==> config.mk <==
export PLATFORM = sky130hd
export DESIGN_NAME = pc_fetch_ctrl
export DESIGN_NICKNAME = d
export VERILOG_FILES = /design/src/rtl/pc_fetch_ctrl.sv
export SDC_FILE = /design/constraint.sdc
export NUM_CORES = 1
export LEC_CHECK = 0
export ABC_AREA = 1
export ABC_CLOCK_PERIOD_IN_PS = 2300
export BUFFER_PORTS_ARGS = -buffer_cell sky130_fd_sc_hd__buf_2
export CAP_MARGIN = 20
export CORE_UTILIZATION = 50
export CTS_CLUSTER_SIZE = 28
export DETAILED_ROUTE_END_ITERATION = 8
export PLACE_DENSITY = 0.88
export SETUP_SLACK_MARGIN = 0.02
export SYNTH_ARGS = -nofsm -noshare
export SYNTH_HDL_FRONTEND = slang
export SYNTH_SLANG_ARGS = --single-unit
==> constraint.sdc <==
create_clock -name clk_i -period 2.3 [get_ports clk_i]
set_clock_uncertainty 0.15 [all_clocks]
set_input_delay 0.23 -clock clk_i [delete_from_list [all_inputs] [get_ports clk_i]]
set_output_delay 0.23 -clock clk_i [all_outputs]
set_load 0.01 [all_outputs]
==> src/rtl/pc_fetch_ctrl.sv <==
// Instruction fetch address controller: BOOT/REQ/HOLD sequencing, redirect capture while
// memory is busy, sticky misalignment flag and a wrapping count of accepted fetches.
module pc_fetch_ctrl #(
  parameter logic [31:0] RESET_PC = 32'h0000_0000,
  parameter int          CNT_W    = 32
) (
  input  logic             clk_i,
  input  logic             rst_i,
  input  logic [31:0]      pc_plus4_i,
  input  logic             branch_i,
  input  logic [31:0]      branch_target_i,
  input  logic             jump_i,
  input  logic [31:0]      jump_target_i,
  input  logic             stall_i,
  input  logic             imem_ack_i,
  output logic [31:0]      pc_o,
  output logic             imem_req_o,
  output logic             instr_valid_o,
  output logic             misalign_o,
  output logic [CNT_W-1:0] fetch_cnt_o,
  output logic [1:0]       state_dbg_o
);

  // Handshake: imem_req_o is held high with pc_o stable until imem_ack_i is seen on a rising
  // edge; that edge accepts the fetch. A request is never withdrawn once raised.
  typedef enum logic [1:0] {
    S_BOOT = 2'd0,
    S_REQ  = 2'd1,
    S_HOLD = 2'd2
  } state_t;

  state_t           state_q, state_d;
  logic [31:0]      pc_q, pc_d;
  logic             pend_valid_q, pend_valid_d;
  logic [31:0]      pend_addr_q, pend_addr_d;
  logic             instr_valid_q, instr_valid_d;
  logic             misalign_q, misalign_d;
  logic [CNT_W-1:0] cnt_q, cnt_d;

  logic             redir_req;
  logic [31:0]      redir_raw;
  logic [31:0]      redir_addr;
  logic             redir_bad;

  // Jump wins over branch; targets are word-aligned before use.
  always_comb begin
    redir_req  = jump_i | branch_i;
    redir_raw  = jump_i ? jump_target_i : branch_target_i;
    redir_addr = {redir_raw[31:2], 2'b00};
    redir_bad  = redir_req & (|redir_raw[1:0]);
  end

  always_comb begin
    state_d       = state_q;
    pc_d          = pc_q;
    pend_valid_d  = pend_valid_q;
    pend_addr_d   = pend_addr_q;
    instr_valid_d = 1'b0;
    misalign_d    = misalign_q;
    cnt_d         = cnt_q;
    case (state_q)
      S_BOOT: begin
        state_d = S_REQ;
      end
      S_REQ: begin
        if (imem_ack_i) begin
          instr_valid_d = 1'b1;
          cnt_d         = cnt_q + {{(CNT_W-1){1'b0}}, 1'b1};
          pend_valid_d  = 1'b0;
          if (pend_valid_q) begin
            pc_d = pend_addr_q;
          end else if (redir_req) begin
            pc_d       = redir_addr;
            misalign_d = misalign_q | redir_bad;
          end else begin
            pc_d = pc_plus4_i;
          end
          if (stall_i) state_d = S_HOLD;
        end else if (redir_req) begin
          // Memory busy: remember the newest redirect until the fetch is accepted.
          pend_valid_d = 1'b1;
          pend_addr_d  = redir_addr;
          misalign_d   = misalign_q | redir_bad;
        end
      end
      S_HOLD: begin
        if (redir_req) begin
          pc_d         = redir_addr;
          misalign_d   = misalign_q | redir_bad;
          pend_valid_d = 1'b0;
        end
        if (!stall_i) state_d = S_REQ;
      end
      default: begin
        state_d = S_BOOT;
      end
    endcase
  end

  always_ff @(posedge clk_i or negedge rst_i) begin
    if (!rst_i) begin
      state_q       <= S_BOOT;
      pc_q          <= RESET_PC;
      pend_valid_q  <= 1'b0;
      pend_addr_q   <= 32'h0;
      instr_valid_q <= 1'b0;
      misalign_q    <= 1'b0;
      cnt_q         <= '0;
    end else begin
      state_q       <= state_d;
      pc_q          <= pc_d;
      pend_valid_q  <= pend_valid_d;
      pend_addr_q   <= pend_addr_d;
      instr_valid_q <= instr_valid_d;
      misalign_q    <= misalign_d;
      cnt_q         <= cnt_d;
    end
  end

  always_comb begin
    pc_o          = pc_q;
    imem_req_o    = (state_q == S_REQ);
    instr_valid_o = instr_valid_q;
    misalign_o    = misalign_q;
    fetch_cnt_o   = cnt_q;
    state_dbg_o   = state_q;
  end

endmodule

* After elaboration in Yosys (flattened, before gate mapping) *
Index checks and enable logic that the tools add are counted.

storage, ports and cells
  flip-flop bits (word level) = 99
  latch bits = 0
  RAM bits = 0
  ROM bits = 0
  logic and storage cells = 49
  memories kept = 0

cells by class
  $add $sub $neg = 1
  multipliers = 0
  divide/modulo/power cells = 0
  $lt $le $gt $ge = 0
  equality and inequality tests = 8
  shift-type cells = 0
  muxes and demuxes = 20
  bitwise operators = 4
  reduce and logical (&&, ||, !) cells = 9

operators with widths
  cell                                                             number
  32-bit 2-to-1 mux                                                5
  32-bit one-hot mux with 2 select lines                           1
  32-bit by 1-bit adder with 32-bit output, second input constant  1
  3-bit AND reduction                                              4
  1-bit 2-to-1 mux                                                 8
  2-bit != test, second input constant                             4
  2-bit 2-to-1 mux                                                 3
  2-bit one-hot mux with 3 select lines                            1
  1-bit one-hot mux with 2 select lines                            2
  2-bit AND reduction                                              2
  3-bit by 2-bit != test with 1-bit output, second input constant  1
  3-bit != test, second input constant                             1
  2-bit by 1-bit == test with 1-bit output, second input constant  1
  2-bit == test, second input constant                             1
  2-bit zero test                                                  1
  1-bit bitwise OR                                                 2
  2-bit nonzero test                                               1
  2-bit OR reduction                                               1
  1-bit AND                                                        1
  1-bit inverter                                                   1

* Longest topological paths before layout *
Gate-level depths: netlist (run 1).

  word-level depth = 8
  mapped depth = 11
  mapped depth without buffers = 11

* Worst setup path before layout (run 1) *
No wires, ideal clock.

  path type = reg2reg
  start = register state_q[1], in the netlist state_dbg_o[1]
  end = register cnt_q[19], in the netlist fetch_cnt_o[19]
  setup time = 0.117 ns
  data arrival time = 1.629 ns
  path slack = 0.405 ns
  stages on the path, launching flop included = 12
  period minus slack after synthesis = 1.895 ns
  cells stage by stage = dfrtp_1 inv_1 ha_1 nand2_2 nor2_2 nand2_2 nor2_8 nand2_4 nor2_4 nand2_1 nand2_1 nand2_1

between the ends
  word-level cells in the longest chain between the ends = 2

ends and longest elaborated chain
  item                                      line  text
  start: declaration                        32    state_t state_q, state_d;
  start signal: assignment                  110   state_q <= state_d;
  2-bit by 1-bit == test with 1-bit output  --
  net imem_req_o                            17    output logic imem_req_o,
  2-bit AND reduction (no source line)      --
  end signal: assignment                    116   cnt_q <= cnt_d;
  end: declaration                          38    logic [CNT_W-1:0] cnt_q, cnt_d;

The timed path passes the listed nets, and every way through them passes these cells.
A chain may end at the register's enable or synchronous reset.

* Final worst setup path (run 1) *
  start = register state_q[1], in the netlist state_dbg_o[1]
  end = register pc_q[26], in the netlist pc_o[26]

between the ends
  word-level cells in the longest chain between the ends = 3
  elaborated cells on any way between the ends = 7
  classes of those cells = eq/ne (4); mux (1); reduce/logical (2)

ends and longest elaborated chain
  item                                                                       line  text
  2-bit == test or 2-bit by 1-bit == test with 1-bit output (tied branches)  61    case (state_q)
  2-bit != test (no source line) or 2-bit nonzero test (tied branches)       --
  3-bit AND reduction (no source line)                                       --
  end signal: assignment                                                     111   pc_q <= pc_d;
  end: declaration                                                           33    logic [31:0] pc_q, pc_d;

Parallel ways exist; a longest one is shown, timed or not.

==> results.toml, run 1 <==
[floorplan]
die_area_um2 = 11800
start_util = 0.519
coreArea_um2 = 11000
die_y_um = 109
die_w_um = 109
fp-row-count = 38
num_io_pins = 171

[clock_network]
clk_pin_slew_ns = 0.07
clock_path_buffers = 2
worstSkewPairLatency_ns = 0.34
tritoncts = "yes"
numCtsBuffers = 9
htreeDepth = 3
ctsRootBufferMaster = "clkbuf_16"
cts.sinks = 99
post-cts-setup-buffers = 0

[sta]
setup_viol = 0
fin_crit_ns = 2.06
max_clock_freq_mhz = 486
tightest_slew_ns = 0.626
slew_viol_final = 0
slew_headroom = 0.583
post-route-period-util = 0.895
rsz0062_at_grt = "false"
hold_viol = 0
tns_ns = 0

[worst_setup_path]
critPathMaxStageDelay_ns = 0.40
crit_path_end_kind = "flop"
crit_path_top_delay_cell = "dfrtp_1"
timing.rr.start = "state_dbg_o[1]"
start_kind = "flop"
crit_required_ns = 2.43
reg2regPathDepth = 9
r2r_end = "pc_o[26]"
crit_fanout = 36
crit_path_cell_trace = "inv_1, ha_1, nand2_2, o21ai_2, o21ai_4, buf_12, a21oi_1, nand2_1, nand2_1"
worst_path_most_repeated_cell = "nand2_1"
crit_end = "pc_o[26]"
worstSetupPathType = "reg -> reg"
startpoint = "state_dbg_o[1]"
regToRegSetupSlack_ns = 0.24
cp.arrival_ns = 2.19

[global_route]
grt_pass1_vias = 5382
grt_max_degree = 58
grt_pass1_wl_um = 24800
grt_remaining_overflow = 0
antenna_found_initial = 1
track_usage = 0.271

[drt]
routedWlPerCell_um = 13.8
drt_iter0_markers = 325
vias_per_cell = 5.20
firstDrtPassIters = 5
drcViolationCount = 0
vias = 5787
wl_um = 15400
detail-route-antenna-nets = 0

[layout]
drive_gt1_frac = 0.237
area_growth_pct = 23.0
nNetsFinal = 1074
fillers = 949
stdcell_area_um2 = 7020

[power]
p_leak_uw = 0.00373
ir_drop_mv = 0.612
p_per_area_nw_per_um2 = 1050

[synthesis]
ys_types = 32
synth_ff_type = "dfrtp_1"
syn_area_per_cell_um2 = 7.07
synth_fp_nets = 914
synth_edf_count = 0
synth_area_um2 = 5700
synth.area.top_cells = "dfrtp_1, nand2_1, o21ai_0"
yosysTopAreaCell = "dfrtp_1"
ys_ff_latch = 99
synth-warning-count = 0
synth_top_area_frac = 0.434
synth-seq-area-share = 0.434
synthCells = 807
async_reset_ff_frac = 1.00

[placed_design]
hpwl_um = 11000
dpl_cell_area_um2 = 6700
io_buffer_count = 170
place_congestion = 0.871

[status]
outcome = "complete, no violations"

[flow_run]
drv_cap = 0

[hold_path]
min_path_type = "in -> reg"
cell families after synthesis:
group | after synthesis | synth area share
AND/OR/NAND/NOR | 429 | 0.311
AO/OA/AOI/OAI | 159 | 0.144
flip-flops | 99 | 0.434
buffers and inverters | 95 | 0.0689
XOR/XNOR | 20 | 0.0307
adder cells (fa/ha/maj) | 5 | 0.0110
worst max-delay path, delay by kind of cell, from the launching register on:
kind                       cells  cell delay (ns)
adders and majority gates      1             0.27
DFF                            1             0.40
and+or+nand+nor                3             0.33
buffers and inverters          2             0.34
AOI/OAI and AO/OA              3             0.49
per-layer routing:
metal	vias up	routed length, um	GRT usage
li1	2869	-	-
met1	2655	6230	0.321
met2	240	7610	0.470
met3	23	1280	0.0634
met4	0	282	0.113
met5	-	0	0
repair_timing:
action | in CTS | in global routing
hold endpoints to repair | 42 | 0
endpoints found under the setup margin | 0 | 24
resized for setup | 0 | 2
hold buffers | 1 | 0
per-stage QoR:
step	instances	hold slack, ns	utilization	setup WS [ns]	total power [uW]
after floorplan	807	-0.216	-	0.405	4840
after global placement	1094	0.130	0.610	0.230	5770
after detailed placement	1094	0.137	0.610	0.134	5900
after CTS	1111	0.00485	0.638	0.129	7390
after global routing	1112	0.0331	0.639	0.0404	7980
final	1113	0.0171	0.639	0.242	7400
sequential cells by signal (all words and copies together) (netlist names):
name / cells
pc_o: 32
pend_valid_q: 1
pend_addr_q: 30
state_dbg_o: 2
fetch_cnt_o: 32
instr_valid_o: 1
misalign_o: 1
worst min path at each step:
stage,cells past startpoint,start,end,slack [ns]
final,3,pc_plus4_i[0],pc_o[0],0.02
after global routing,3,branch_target_i[4],pend_addr_q[4],0.03
after CTS,3,pc_plus4_i[1],pc_o[1],0.005
after detailed placement,1,rst_i,fetch_cnt_o[12],0.14
after global placement,1,rst_i,fetch_cnt_o[9],0.13
after floorplan,0,rst_i,fetch_cnt_o[0],-0.22
layout make-up:
cell class / instances / area [um2] / area share
diodes: 1 / 2.50 / 0.000357
clock buffers: 11 / 253 / 0.0360
clock inverters: 5 / 35.0 / 0.00499
inverters: 57 / 216 / 0.0309
multi-input cells: 614 / 2840 / 0.405
flip-flops and latches: 99 / 2480 / 0.353
well taps: 140 / 175 / 0.0250
repair buffers: 186 / 1010 / 0.144
report_power, final:
group | internal [uW] | switching (uW) | total [uW]
Combinational | 1180 | 2020 | 3200
Sequential | 2340 | 381 | 2720
Clock | 798 | 680 | 1480
Total | 4320 | 3080 | 7400
synthesized netlist by cell type (8+ instances only):
master,count
nand2_1,307
buf_2,11
o21ai_0,78
nor2_1,76
nand3_1,20
a21oi_1,60
dfrtp_1,99
xnor2_1,12
inv_1,53
clkbuf_1,21
xor2_1,8
o21ai_1,12
cells in the final DEF, fill, tap and decap left out:
cell	Yosys	final
clkbuf_16	0	9
dfrtp_1	99	99
nand2_2	6	6
buf_4	4	13
xnor2_1	12	12
nand3_1	20	20
clkinv_2	0	2
nor2_1	76	76
nor2_8	2	2
o21ai_1	12	12
o21ai_0	78	78
clkbuf_8	0	2
ha_2	0	1
nor3b_1	1	1
inv_1	53	53
o211ai_1	1	1
ha_1	5	4
o21ai_4	1	1
clkinvlp_4	0	1
dlygate4sd3_1	0	1
a21oi_1	60	60
nor2_4	7	7
buf_12	0	3
buf_2	11	169
nand2_4	1	1
nand4_1	1	1
inv_2	4	3
a31oi_1	4	4
inv_6	0	2
diode_2	0	1
nor3_1	2	2
nand3_2	1	1
o21ai_2	1	2
nand2_1	307	307
xor2_1	8	8
nor2_2	4	4
o31ai_1	2	2
inv_4	0	1
and2_0	1	1
Note: power is estimated with default switching activity, not from simulation.
==> run 2: changes to the inputs <==
- PLACE_DENSITY: 0.88 -> 0.8
==> results.toml, run 2 (synthesized netlist as in run 1, its figures left out) <==
[floorplan]
coreArea_um2 = 11000
die_w_um = 109
fp-row-count = 38
die_y_um = 109
start_util = 0.519
num_io_pins = 171
die_area_um2 = 11800

[worst_setup_path]
reg2regPathDepth = 8
worst_path_most_repeated_cell = "nand2_1"
worstSetupPathType = "reg -> reg"
critPathBufInv = 3
r2r_end = "pc_o[30]"
crit_path_cell_trace = "inv_1, ha_2, inv_2, o21ai_4, buf_4, a21oi_1, nand2_1, nand2_1"
crit_fanout = 18
crit_path_top_delay_cell = "o21ai_4"
cp.arrival_ns = 2.18
crit_path_end_kind = "flop"
crit_required_ns = 2.38
critPathTopFamily = "compound AO/OA/AOI/OAI gates"
regToRegSetupSlack_ns = 0.20
timing.rr.start = "state_dbg_o[0]"
start_kind = "flop"
critPathMaxStageDelay_ns = 0.48

[drt]
drcViolationCount = 0
wl_um = 15400
vias = 5671
firstDrtPassIters = 5
routedWlPerCell_um = 13.9
drt_iter0_markers = 311
vias_per_cell = 5.11
detail-route-antenna-nets = 0

[hold_path]
min_to = "pc_o[0]"
worst_hold_path.num_cells = 3
min_path_type = "in -> reg"
min_from = "pc_plus4_i[0]"

[global_route]
antenna_found_initial = 1
track_usage = 0.270
grt_pass1_vias = 5258
grt_max_degree = 66
grt_remaining_overflow = 0
grt_pass1_wl_um = 24900

[placed_design]
io_buffer_count = 170
place_congestion = 0.896
hpwl_um = 10800
pre_cts_ws_ns = -0.0132
dpl_cell_area_um2 = 6660

[clock_network]
clk_pin_slew_ns = 0.07
clock_path_buffers = 2
numCtsBuffers = 9
ctsRootBufferMaster = "clkbuf_16"
cts.sinks = 99
htreeDepth = 3
tritoncts = "yes"
worstSkewPairLatency_ns = 0.34
post-cts-setup-buffers = 0

[layout]
stdcell_area_um2 = 6990
final_common_cell = "nand2_1"
multi_input_comb_area_um2 = 2850
regArea_um2 = 2480
area_growth_pct = 22.6
fillers = 999
mostFrequentLayoutCells = "nand2_1, buf_2, dfrtp_1"
drive_gt1_frac = 0.234
utilization = 0.636
nNetsFinal = 1071

[sta]
max_clock_freq_mhz = 476
final_critical_path_setup_slack_ns = 0.200
timing.hold.ws_ns = 0.0232
setup_viol = 0
hold_viol = 0
slew_viol_final = 0
tightest_slew_ns = 0.807
post-route-period-util = 0.913
rsz0062_at_grt = "false"
fin_crit_ns = 2.10
slew_headroom = 0.462

[power]
p_leak_uw = 0.00371
p_per_area_nw_per_um2 = 1070
ir_drop_mv = 0.465

[flow_run]
drv_cap = 0

[status]
outcome = "complete, no violations"
## run 2: layout make-up
cell class,count,area share
timing repair buffer,183,0.138
multi-input combinational,614,0.407
inverter,57,0.0310
tap,140,0.0251
clock buffer,9,0.0322
clock inverter,5,0.0115
antenna,2,0.000716
sequential,99,0.354
## run 2: power breakdown
part	switching [uW]	internal (uW)	total (uW)
clock	638	939	1580
combinational	2010	1150	3160
sequential	378	2340	2720
total	3020	4430	7450
## run 2: worst register-to-register path, cell delays in order, from the launching register on
cell and delay (ns):
dfrtp_1 0.42, inv_1 0.11, ha_2 0.19, inv_2 0.08, o21ai_4 0.48, buf_4 0.33, a21oi_1 0.06, nand2_1 0.11
nand2_1 0.05
## run 2: metal layers
layer  track usage  vias to the layer above  routed length (um)  share of wire
li1              -                     2858                   -              -
met1         0.330                     2589                6520           0.42
met2         0.463                      195                7460           0.48
met3        0.0532                       27                1000          0.065
met4         0.118                        2                 388          0.025
met5             0                        -                  13        0.00085
## run 2: repair_timing
item / 4_1_cts / 5_1_grt
hold buffers: 1 / 0
endpoints found under the setup margin: 13 / 2
gates cloned: 1 / 0
resized for setup: 0 / 3
pin swaps: 1 / 0
endpoints found under the hold margin: 34 / 0
## run 2: how the worst max path moves through the flow
stage | start | slack (ns) | cells past startpoint | endpoint
final | state_dbg_o[0] | 0.20 | 8 | pc_o[30]
after global routing | state_dbg_o[0] | 0.03 | 8 | pc_o[29]
after CTS | state_dbg_o[1] | 0.15 | 7 | pend_addr_q[6]
after detailed placement | state_dbg_o[0] | -0.01 | 8 | pc_o[28]
after global placement | state_dbg_o[0] | 0.04 | 8 | pc_o[29]
after floorplan | state_dbg_o[1] | 0.40 | 11 | fetch_cnt_o[19]
## run 2: per-stage QoR
step	power, uW	std cells	TNS (ns)
2_1_floorplan	4840	807	0
3_3_place_gp	5740	1091	0
3_5_place_dp	5830	1091	-0.0461
4_1_cts	7470	1107	0
5_1_grt	8050	1107	0
6_report	7450	1109	0
